===== src/rtl/mfcc_log_pkg.sv =====
// Shared constants, sideband type and helpers for the MFCC log2 pipeline.
package mfcc_log_pkg;

   localparam int IN_W_DEF     = 32;
   localparam int IN_FRAC_DEF  = 16;
   localparam int OUT_W_DEF    = 16;
   localparam int OUT_FRAC_DEF = 10;
   localparam int LUT_BITS_DEF = 6;
   localparam int LN2_Q16_DEF  = 45426;

   localparam logic [OUT_W_DEF-1:0] LOG_FLOOR = 16'h8000;

   // Sideband k field is wide enough for input words up to 128 bits.
   localparam int K_SB_W = 8;

   function automatic int char_width(input int in_w);
      return $clog2(in_w) + 32'sd1;
   endfunction

   typedef struct packed {
      logic                     valid;
      logic                     zero;
      logic                     ln_mode;
      logic signed [K_SB_W-1:0] k;
   } stage_sb_t;

   localparam stage_sb_t SB_IDLE = '{valid: 1'b0, zero: 1'b0, ln_mode: 1'b0, k: 8'sd0};

endpackage


===== src/rtl/log2_corr_lut.sv =====
// Dual-read combinational ROM holding the log2(1+x)-x correction curve,
// built from the closed-form expression at elaboration time.
module log2_corr_lut
   import mfcc_log_pkg::*;
#(
   parameter int OUT_FRAC = OUT_FRAC_DEF,
   parameter int LUT_BITS = LUT_BITS_DEF
) (
   input  logic [LUT_BITS-1:0]        idx,
   output logic signed [OUT_FRAC-1:0] c_lo,
   output logic signed [OUT_FRAC-1:0] c_hi
);

   localparam int N  = (32'sd1 <<< LUT_BITS) + 32'sd1;
   localparam int IW = $clog2(N);

   function automatic logic signed [OUT_FRAC-1:0] corr_entry(input int j);
      real x;
      real v;
      x = real'(j) / real'(32'sd1 <<< LUT_BITS);
      v = ($ln(1.0 + x) / $ln(2.0) - x) * real'(32'sd1 <<< OUT_FRAC);
      return OUT_FRAC'($rtoi(v + 0.5));
   endfunction

   logic signed [OUT_FRAC-1:0] rom_s [N];

   for (genvar j = 0; j < N; j++) begin : g_rom
      localparam logic signed [OUT_FRAC-1:0] ENTRY = corr_entry(j);
      assign rom_s[j] = ENTRY;
   end

   // Read the segment end points for linear interpolation.
   always_comb begin
      c_lo = rom_s[{1'b0, idx}];
      c_hi = rom_s[{1'b0, idx} + IW'(1)];
   end

endmodule


===== src/rtl/log2_pipe.sv =====
// Five-stage fixed-point log2 / ln unit with valid/ready backpressure:
// leading-one detect, normalise, LUT correction, combine, scale and saturate.
module log2_pipe
   import mfcc_log_pkg::*;
#(
   parameter int IN_W     = IN_W_DEF,
   parameter int IN_FRAC  = IN_FRAC_DEF,
   parameter int OUT_W    = OUT_W_DEF,
   parameter int OUT_FRAC = OUT_FRAC_DEF,
   parameter int LUT_BITS = LUT_BITS_DEF,
   parameter int LN2_Q16  = LN2_Q16_DEF
) (
   input  logic             clk,
   input  logic             rst,
   input  logic [IN_W-1:0]  in_data,
   input  logic             in_ln_mode,
   input  logic             in_valid,
   output logic             in_ready,
   output logic [OUT_W-1:0] out_data,
   output logic             out_zero,
   output logic             out_valid,
   input  logic             out_ready
);

   localparam int PW       = $clog2(IN_W);
   localparam int K_W      = char_width(IN_W);
   localparam int F_W      = OUT_FRAC + LUT_BITS;
   localparam int PRW      = 2 * OUT_FRAC + 2;
   localparam int YW       = OUT_W + 2;
   localparam int MW       = YW + 18;
   localparam int LN_SHIFT = 16;

   localparam logic [OUT_W-1:0]      FLOOR_C = {LOG_FLOOR[OUT_W_DEF-1], {(OUT_W-1){1'b0}}};
   localparam logic signed [YW-1:0]  Y_MAX   = YW'((32'sd1 <<< (OUT_W - 1)) - 32'sd1);
   localparam logic signed [YW-1:0]  Y_MIN   = YW'(-(32'sd1 <<< (OUT_W - 1)));
   localparam logic signed [17:0]    LN2_S   = 18'(LN2_Q16);
   localparam logic signed [MW-1:0]  HALF_LN = MW'(32'sd1 <<< (LN_SHIFT - 1));
   localparam logic signed [PRW-1:0] HALF_C  = PRW'(32'sd1 <<< (OUT_FRAC - 1));

   logic                       en_s;
   logic                       out_valid_r;
   logic [OUT_W-1:0]           out_data_r;
   logic                       out_zero_r;

   logic [PW-1:0]              p_s;
   logic [PW-1:0]              sh_s;
   logic signed [K_W-1:0]      k_s;
   stage_sb_t                  sb1_d_s;
   stage_sb_t                  sb1_r;
   logic [IN_W-1:0]            d1_r;
   logic [PW-1:0]              sh1_r;

   logic [F_W-1:0]             f_s;
   stage_sb_t                  sb2_r;
   logic [F_W-1:0]             f2_r;

   logic [LUT_BITS-1:0]        idx_s;
   logic [OUT_FRAC-1:0]        r_s;
   logic signed [OUT_FRAC-1:0] c_lo_s;
   logic signed [OUT_FRAC-1:0] c_hi_s;
   logic signed [OUT_FRAC:0]   diff_s;
   logic signed [PRW-1:0]      prod_s;
   logic signed [OUT_FRAC+1:0] c_s;
   stage_sb_t                  sb3_r;
   logic [OUT_FRAC-1:0]        ftop3_r;
   logic signed [OUT_FRAC+1:0] c3_r;

   logic signed [K_SB_W-1:0]   k3_s;
   logic signed [YW-1:0]       y_s;
   logic                       v4_r;
   logic                       zero4_r;
   logic                       ln4_r;
   logic signed [YW-1:0]       y4_r;

   logic signed [MW-1:0]       prod_ln_s;
   logic signed [YW-1:0]       ysel_s;
   logic [OUT_W-1:0]           odata_s;

   assign en_s      = ~out_valid_r | out_ready;
   assign in_ready  = en_s;
   assign out_valid = out_valid_r;
   assign out_data  = out_data_r;
   assign out_zero  = out_zero_r;

   // S1: leading-one position, characteristic and sideband for the incoming word.
   always_comb begin
      p_s = {PW{1'b0}};
      for (int i = 0; i < IN_W; i++) begin
         if (in_data[i]) p_s = PW'(i);
         else            p_s = p_s;
      end
      sh_s            = PW'(IN_W - 1) - p_s;
      k_s             = $signed(K_W'(p_s)) - $signed(K_W'(IN_FRAC));
      sb1_d_s.valid   = in_valid;
      sb1_d_s.zero    = (in_data == {IN_W{1'b0}});
      sb1_d_s.ln_mode = in_ln_mode;
      sb1_d_s.k       = K_SB_W'(k_s);
   end

   // S2: normalise so the leading one falls off the top; zero-fill short words.
   always_comb begin
      f_s = F_W'(({d1_r, {F_W{1'b0}}} << sh1_r) >> (IN_W - 1));
   end

   assign idx_s = f2_r[F_W-1 -: LUT_BITS];
   assign r_s   = f2_r[OUT_FRAC-1:0];

   log2_corr_lut #(
      .OUT_FRAC (OUT_FRAC),
      .LUT_BITS (LUT_BITS)
   ) u_corr_lut (
      .idx  (idx_s),
      .c_lo (c_lo_s),
      .c_hi (c_hi_s)
   );

   // S3: interpolate between neighbouring correction entries, rounded to nearest.
   always_comb begin
      diff_s = (OUT_FRAC+1)'(c_hi_s) - (OUT_FRAC+1)'(c_lo_s);
      prod_s = PRW'(diff_s) * PRW'($signed({1'b0, r_s}));
      c_s    = (OUT_FRAC+2)'(c_lo_s) + (OUT_FRAC+2)'((prod_s + HALF_C) >>> OUT_FRAC);
   end

   // S4 combine, then S5 optional ln scaling, zero floor and saturation.
   always_comb begin
      k3_s      = sb3_r.k;
      y_s       = (YW'(k3_s) <<< OUT_FRAC) + $signed(YW'(ftop3_r)) + YW'(c3_r);
      prod_ln_s = MW'(y4_r) * MW'(LN2_S);
      if (ln4_r) ysel_s = YW'((prod_ln_s + HALF_LN) >>> LN_SHIFT);
      else       ysel_s = y4_r;
      if (zero4_r)             odata_s = FLOOR_C;
      else if (ysel_s > Y_MAX) odata_s = Y_MAX[OUT_W-1:0];
      else if (ysel_s < Y_MIN) odata_s = Y_MIN[OUT_W-1:0];
      else                     odata_s = ysel_s[OUT_W-1:0];
   end

   // Pipeline registers: reset flushes every stage; all stages advance together on en.
   always_ff @(posedge clk) begin
      if (rst) begin
         sb1_r       <= SB_IDLE;
         d1_r        <= {IN_W{1'b0}};
         sh1_r       <= {PW{1'b0}};
         sb2_r       <= SB_IDLE;
         f2_r        <= {F_W{1'b0}};
         sb3_r       <= SB_IDLE;
         ftop3_r     <= {OUT_FRAC{1'b0}};
         c3_r        <= {(OUT_FRAC+2){1'b0}};
         v4_r        <= 1'b0;
         zero4_r     <= 1'b0;
         ln4_r       <= 1'b0;
         y4_r        <= {YW{1'b0}};
         out_valid_r <= 1'b0;
         out_zero_r  <= 1'b0;
         out_data_r  <= {OUT_W{1'b0}};
      end else if (en_s) begin
         sb1_r       <= sb1_d_s;
         d1_r        <= in_data;
         sh1_r       <= sh_s;
         sb2_r       <= sb1_r;
         f2_r        <= f_s;
         sb3_r       <= sb2_r;
         ftop3_r     <= f2_r[F_W-1 -: OUT_FRAC];
         c3_r        <= c_s;
         v4_r        <= sb3_r.valid;
         zero4_r     <= sb3_r.zero;
         ln4_r       <= sb3_r.ln_mode;
         y4_r        <= y_s;
         out_valid_r <= v4_r;
         out_zero_r  <= zero4_r;
         out_data_r  <= odata_s;
      end
   end

endmodule


===== config.mk =====
export PLATFORM = sky130hd
export DESIGN_NAME = log2_pipe
export DESIGN_NICKNAME = d
export VERILOG_FILES = /design/src/rtl/mfcc_log_pkg.sv /design/src/rtl/log2_corr_lut.sv /design/src/rtl/log2_pipe.sv
export SDC_FILE = /design/constraint.sdc
export NUM_CORES = 1
export LEC_CHECK = 0
export ABC_AREA = 1
export BUFFER_PORTS_ARGS = -buffer_cell sky130_fd_sc_hd__buf_2
export CAP_MARGIN = 25
export CORE_MARGIN = 2
export CORE_UTILIZATION = 55
export CTS_CLUSTER_SIZE = 8
export DETAILED_ROUTE_END_ITERATION = 12
export PLACE_DENSITY_LB_ADDON = 0.2
export SLEW_MARGIN = 30
export SYNTH_ARGS = -nofsm -noshare
export SYNTH_HDL_FRONTEND = slang
export SYNTH_SLANG_ARGS = --single-unit

===== constraint.sdc =====
create_clock -name clk -period 27.8 [get_ports clk]
set_clock_uncertainty 0.05 [all_clocks]
set_input_delay 4.17 -clock clk [delete_from_list [all_inputs] [get_ports clk]]
set_output_delay 4.17 -clock clk [all_outputs]
set_load 0.05 [all_outputs]

==> flow_metrics.tcl, run 1 <==
set metrics [dict create \
    synthArstFlopShare 0 \
    fin_tns_setup_ps 0 \
    syn_area_um2 19300 \
    required_ps 28080 \
    core-area_um2 34500 \
    cts.sinks 136 \
    final_nets 3092 \
    totalWireLength_mm 50.4 \
    grt_use_total 0.288 \
    drt_iter0_drc 1290 \
    slowest_stage "dfxtp_1" \
    antenna_found_initial 0 \
    synthTopCellsByCount "553 x inv_1, 465 x nand2_1, 225 x ha_1, 225 x o21ai_0, 213 x fa_1" \
    synth.area.top_cells "fa_1 22%, ha_1 15%, dfxtp_1 14%" \
    postCtsSetupBuffers 0 \
    outcome "finished, final reports clean" \
    synth_area_leader_cell "fa_1" \
    path_class "register to register" \
    syn_nets 3104 \
    cap_viol_max_count 0 \
    reg2reg_depth 44 \
    timing.fmax_mhz 93.5 \
    cp_common_cell "inv_1" \
    dieArea_um2 36500 \
    multi_input_area_um2 14100 \
    num-fill-cells 3297 \
    synth_edf_count 0 \
    maxSlewViolCount 0 \
    worst_path_largest_cell_delay_ps 840 \
    yosysWarnings 0 \
    vias_per_cell 5.43 \
    antenna_left 0 \
    root_buffer "clkbuf_16" \
    row_count 68 \
    die_h_um 191 \
    synthFlopType "dfxtp_1" \
    syn_to_final_growth_pct 5.92 \
    seq_area_frac_synth 0.141 \
    boundaryPins 56 \
    gp_congestion 0.927 \
    post-place-ws_ps 17380 \
    drive_gt1_frac 0.0536 \
    hold_buffers 0 \
    drcViolationCount 0 \
    numPlacedInstances 3053 \
    period_needed_ps 10690 \
    synth_seq_cells 136 \
    h-tree-depth 4 \
    numCtsBuffers 17 \
    clock_latency_ps 430 \
    synth_top_area_frac 0.221 \
    grt_max_degree 155 \
    synth_most_common_cell "inv_1" \
    io_buffers 55 \
    grt_overflow 0 \
    synth_cells 2629 \
    grt_pass1_wl_mm 83.5 \
    cts_tree "yes" \
    cts_resized 0 \
    first_global_vias 16800 \
    antenna_cells 0 \
    crit_arrival_ps 10970 \
    cp_max_fo 23 \
    whs_ps 414 \
    start_util 0.557 \
    wl_per_cell_um 16.3 \
    hold_path_class "register to register" \
    relSlewSlack 0.368 \
    seq_area_um2 2720 \
    finalHoldViolCount 0 \
    end_kind "register" \
    synth_cell_types 58 \
    rsz0062_at_grt "no" \
    syn_avg_cell_area_um2 7.32 \
    finalWorstSetupSlack_ps 17110 \
    start_kind "register" \
    layout.cells.non_filler 3085 \
    clk_path_buf_depth 2 \
    drtPass1Iterations 7 \
    clk_pin_slew_worst_paths_ps 70 \
    vias 16700 \
    worst_pin_slew_ps 941 \
    setup_viol 0 \
    min_path_cells 2 \
    dpl.hpwl_mm 41.3 \
    post-route-period-util 0.385 \
    die_w_um 191 \
]
[cell type report]
cell class	count	area share
Multi-Input combinational cell	1837	0.689
Sequential cell	136	0.133
Inverter	564	0.104
Tap cell	455	0.0279
Clock buffer	18	0.0215
Timing Repair Buffer	61	0.0163
Clock inverter	14	0.00748
[final timing paths]
kind	slack (ps)	to	from
worst min register to register	410	d1_r[23]	d1_r[23]
worst max register to register	17110	c3_r[10]	f2_r[13]
worst min-delay path	410	d1_r[23]	d1_r[23]
worst max-delay path	17110	c3_r[10]	f2_r[13]
[cell families (layout without fill, tap and decap cells)]
kind of cell | Yosys count | after routing | share of synthesized area
AND/OR/NAND/NOR | 795 | 795 | 0.170
AO/OA/AOI/OAI | 526 | 526 | 0.154
adder cells (fa/ha/maj) | 438 | 438 | 0.368
multiplexers | 18 | 18 | 0.00936
XOR/XNOR | 60 | 60 | 0.0290
buffers and inverters | 656 | 657 | 0.129
flip-flops | 136 | 136 | 0.141
[through the flow]
step | utilization | area [um^2]
after global routing | 0.590 | 20400
after global placement | 0.573 | 19800
after CTS | 0.590 | 20400
final | 0.590 | 20400
after floorplan | - | 19300
after detailed placement | 0.573 | 19800
[registers in the layout, summed over array words and instances (netlist names)]
signal     flops
out_data      16
d1_r          31
out_zero       1
c3_r          12
zero4_r        1
sb3_r          3
sb2_r          8
k3_s           5
f2_r          16
sb1_r          8
ln4_r          1
y4_r          18
sh1_r          4
ftop3_r       10
v4_r           1
out_valid      1
[critical path: cells and delay by family (launching register included)]
family | cells | cell delay, ps
adder cells (fa/ha/maj) | 8 | 3680
AO/OA/AOI/OAI | 13 | 2350
AND/OR/NAND/NOR | 13 | 2210
buffers and inverters | 8 | 1200
XOR/XNOR | 2 | 240
flip-flops | 1 | 840
[metal layers]
layer,wire (um),vias to the layer above,GRT usage
li1,-,8265,-
met1,21600,7894,0.362
met2,24800,476,0.509
met3,2030,112,0.0285
met4,1950,0,0.113
met5,0,-,0
[cells in the final DEF (no fill, tap or decap), drive strengths merged, types with 13 or more instances in the layout]
| cell | netlist | final |
|---|---|---|
| o21ai | 234 | 234 |
| xor2 | 38 | 38 |
| xnor2 | 22 | 22 |
| nor3 | 13 | 13 |
| nand2 | 474 | 474 |
| a21oi | 183 | 183 |
| dfxtp | 136 | 136 |
| fa | 213 | 213 |
| a31oi | 16 | 16 |
| nand3 | 64 | 64 |
| nor2 | 213 | 213 |
| inv | 556 | 565 |
| ha | 225 | 225 |
| o211ai | 31 | 31 |
| buf | 5 | 61 |
| o21bai | 18 | 18 |
| mux2i | 18 | 18 |
| clkbuf | 87 | 18 |
Power of run 1 is not shown: default switching activity piles up to over one toggle a cycle in this logic, so the estimate is an artifact.
==> inputs of run 2 (changes only) <==
clock period = 10.85 ns   (was 27.8 ns; I/O delays follow)
==> flow_metrics.tcl, run 2 (synthesized netlist as in run 1, its figures left out) <==
set metrics [dict create \
    h-tree-depth 4 \
    grt_use_total 0.281 \
    setup_viol 0 \
    finalHoldViolCount 0 \
    totalWireLength_mm 49.1 \
    vias 16600 \
    hold_path_class "register to register" \
    cp_common_cell "inv_1" \
    clock_latency_ps 420 \
    end_kind "register" \
    dieArea_um2 36500 \
    clk_pin_slew_worst_paths_ps 60 \
    antenna_cells 0 \
    timing.fmax_mhz 101 \
    min_path_cells 2 \
    layout_commonest_cell "inv_1" \
    period_needed_ps 9950 \
    vias_per_cell 5.37 \
    wl_per_cell_um 15.9 \
    path_class "register to register" \
    worst_pin_slew_ps 901 \
    reg2reg_depth 44 \
    root_buffer "clkbuf_16" \
    r2r_start "f2_r[10]" \
    antenna_left 0 \
    maxSlewViolCount 0 \
    crit_arrival_ps 10210 \
    post-route-period-util 0.917 \
    antenna_found_initial 0 \
    start_util 0.557 \
    io_buffers 55 \
    relSlewSlack 0.400 \
    cap_viol_max_count 0 \
    gp_congestion 0.941 \
    drcViolationCount 0 \
    hp-start "sb1_r[3]" \
    start_kind "register" \
    drt_iter0_drc 1055 \
    slowest_stage "dfxtp_1" \
    required_ps 11110 \
    syn_to_final_growth_pct 6.22 \
    core-area_um2 34500 \
    place_area_um2 19800 \
    layout.cells.non_filler 3091 \
    fin_tns_setup_ps 0 \
    first_global_vias 16800 \
    setup.worst_path.start "f2_r[10]" \
    dpl.hpwl_mm 40.3 \
    grt_overflow 0 \
    largest_reg_flops 31 \
    row_count 68 \
    numPlacedInstances 3059 \
    fin_area_um2 20500 \
    worst_path_largest_cell_delay_ps 570 \
    cts_tree "yes" \
    drive_gt1_frac 0.0565 \
    drtPass1Iterations 6 \
    cp_num_buf_inv 10 \
    largest_registers "d1_r: 31 flops, y4_r: 18 flops" \
    cts.sinks 136 \
    die_h_um 191 \
    mostFrequentLayoutCells "551 x inv_1, 465 x nand2_1, 225 x o21ai_0, 225 x ha_1, 213 x fa_1" \
    top_register "d1_r" \
    hold_buffers 0 \
    final_nets 3098 \
    numCtsBuffers 17 \
    crit_family "adder cells" \
    outcome "finished, final reports clean" \
    crit_cells 44 \
    clk_path_buf_depth 2 \
    grt_max_degree 155 \
    grt_pass1_wl_mm 82.0 \
    die_w_um 191 \
    cp_max_fo 12 \
    boundaryPins 56 \
]
==> run 2: worst paths after layout <==
path	endpoint	slack, ps
hold / removal	sb1_r[3]	410
hold reg to reg	sb1_r[3]	410
setup / recovery	c3_r[10]	900
setup reg to reg	c3_r[10]	900
==> run 2: layer usage <==
metal | GRT usage | vias up | share of wire
met1 | 0.343 | 7903 | 0.43
met2 | 0.517 | 363 | 0.51
met5 | 0 | - | 0
met3 | 0.0312 | 77 | 0.035
li1 | - | 8254 | -
met4 | 0.0825 | 0 | 0.026
==> run 2: worst reg2reg max path: cells and delay by family (launching register included) <==
kind	cells	cell delay (ps)
fa+ha+maj	9	3900
compound gates	12	2660
buf+inv	10	1060
simple gates	10	1000
xor+xnor	3	600
flops	1	570
==> run 2: stage by stage <==
| stage | utilization | setup WS [ps] | hold slack, ps |
|---|---|---|---|
| final | 0.592 | 900 | 412 |
| after global routing | 0.592 | -15.7 | 432 |
| after floorplan | - | 1810 | 389 |
| after global placement | 0.575 | 1070 | 400 |
| after detailed placement | 0.575 | 863 | 406 |
| after CTS | 0.592 | 815 | 416 |
==> run 2: what timing repair did <==
item,in CTS,in global routing
setup buffers,0,0
gates resized for setup,0,3
endpoints found under the setup margin,0,2
hold endpoints to repair,0,0
==> run 2: cell type report <==
class | instances | area, um^2
fill | 3289 | 14100
multi-input combinational | 1837 | 14100
sequential | 136 | 2720
inverter | 564 | 2120
tap | 455 | 569
clock buffer | 18 | 429
timing repair buffer | 67 | 378
clock inverter | 14 | 164
Power of run 2 is left out for the same reason.
==> inputs of run 3 (changes only) <==
CORE_UTILIZATION = 38   (was 55)
CTS_BUF_LIST = sky130_fd_sc_hd__clkbuf_4   (was not set)
==> flow_metrics.tcl, run 3 (synthesized netlist as in run 1, its figures left out) <==
set metrics [dict create \
    outcome "finished, final reports clean" \
    drcViolationCount 0 \
    largest_reg_flops 31 \
    path_class "register to register" \
    finalHoldViolCount 0 \
    min_path_cells 2 \
    vias 16600 \
    clk_pin_slew_worst_paths_ps 150 \
    cp_common_cell "inv_1" \
    r2r_start "f2_r[10]" \
    syn_to_final_growth_pct 6.36 \
    largest_registers "d1_r: 31 flops, y4_r: 18 flops" \
    first_global_vias 16800 \
    final_nets 3105 \
    dpl.hpwl_mm 43.7 \
    relSlewSlack 0.416 \
    multi_input_area_um2 14100 \
    min_to "sb1_r[2]" \
    hp-start "sb1_r[2]" \
    worst_pin_slew_ps 874 \
    crit_family "adder cells" \
    cts.sinks 136 \
    grt_overflow 0 \
    grt_pass1_wl_mm 86.2 \
    row_count 82 \
    drive_gt1_frac 0.0590 \
    num-fill-cells 5323 \
    vias_per_cell 5.00 \
    post-route-period-util 0.914 \
    core-area_um2 50100 \
    layout_commonest_cell "inv_1" \
    clk_path_buf_depth 2 \
    top_register "d1_r" \
    worst_path_largest_cell_delay_ps 590 \
    rr_endpoint "c3_r[10]" \
    io_buffers 55 \
    mostFrequentLayoutCells "551 x inv_1, 465 x nand2_1, 225 x o21ai_0, 225 x ha_1, 213 x fa_1" \
    rsz0062_at_grt "no" \
    fin_tns_setup_ps 0 \
    boundaryPins 56 \
    root_buffer "clkbuf_4" \
    grt_max_degree 103 \
    cts_tree "yes" \
    period_needed_ps 9910 \
    slowest_stage "dfxtp_1" \
    cap_viol_max_count 0 \
    maxSlewViolCount 0 \
    crit_arrival_ps 10360 \
    dieArea_um2 52500 \
    timing.fmax_mhz 101 \
    numCtsBuffers 17 \
    required_ps 11300 \
    clock_latency_ps 590 \
    cp_num_buf_inv 10 \
    grt_use_total 0.203 \
    wl_per_cell_um 15.8 \
    totalWireLength_mm 52.3 \
    antenna_left 0 \
    cp_max_fo 12 \
    postCtsSetupBuffers 0 \
    die_w_um 229 \
    drtPass1Iterations 7 \
    reg2reg_depth 44 \
    die_h_um 229 \
    end_kind "register" \
    drt_iter0_drc 911 \
    seq_area_um2 2720 \
    start_util 0.385 \
    setup_viol 0 \
    r2r_setup_slack_ps 940 \
    start_kind "register" \
    gp_congestion 0.925 \
    h-tree-depth 4 \
    hold_path_class "register to register" \
    antenna_found_initial 1 \
]
run 3: worst max-delay path by stage:
stage          startpoint       end  slack (ps)  cells after the start
6_report         f2_r[10]  c3_r[10]         940                     44
5_1_grt          f2_r[10]  c3_r[10]          60                     44
4_1_cts          f2_r[12]  c3_r[10]         700                     42
3_5_place_dp     f2_r[12]  c3_r[10]         690                     42
3_3_place_gp     f2_r[12]  c3_r[10]         960                     43
2_1_floorplan    f2_r[10]  c3_r[10]        1810                     47
run 3: tightest hold or removal path, stage by stage, from the launching register on:
cell     delay (ps)
dfxtp_1         340
nand2_1          60
a21oi_1          50
run 3: layout make-up:
type	instances	share of cell area
multi-input combinational	1837	0.687
sequential	136	0.133
inverter	564	0.103
tap	672	0.0411
timing repair buffer	74	0.0206
clock inverter	15	0.00861
clock buffer	17	0.00623
antenna	1	0.000122
run 3: routing by layer:
layer,part of all wire,global-route usage,vias up,routed length (um)
li1,-,-,8278,-
met1,0.46,0.270,7884,24300
met2,0.47,0.344,338,24800
met3,0.037,0.0265,75,1920
met4,0.026,0.0580,0,1340
met5,0,0,-,0
run 3: through the flow:
step           instances  area (um^2)  hold WS, ps   util  setup slack (ps)
2_1_floorplan       2629        19300          389      -              1810
3_3_place_gp        3283        20200          400  0.403               959
3_5_place_dp        3283        20200          402  0.403               687
4_1_cts             3315        20500          423  0.409               701
5_1_grt             3316        20500          448  0.409              64.6
6_report            3316        20500          422  0.409               936
run 3: what timing repair did:
action,4_1_cts,5_1_grt
hold buffers,0,0
gates resized for setup,0,2
endpoints found under the setup margin,0,2
Power of run 3 is left out for the same reason.
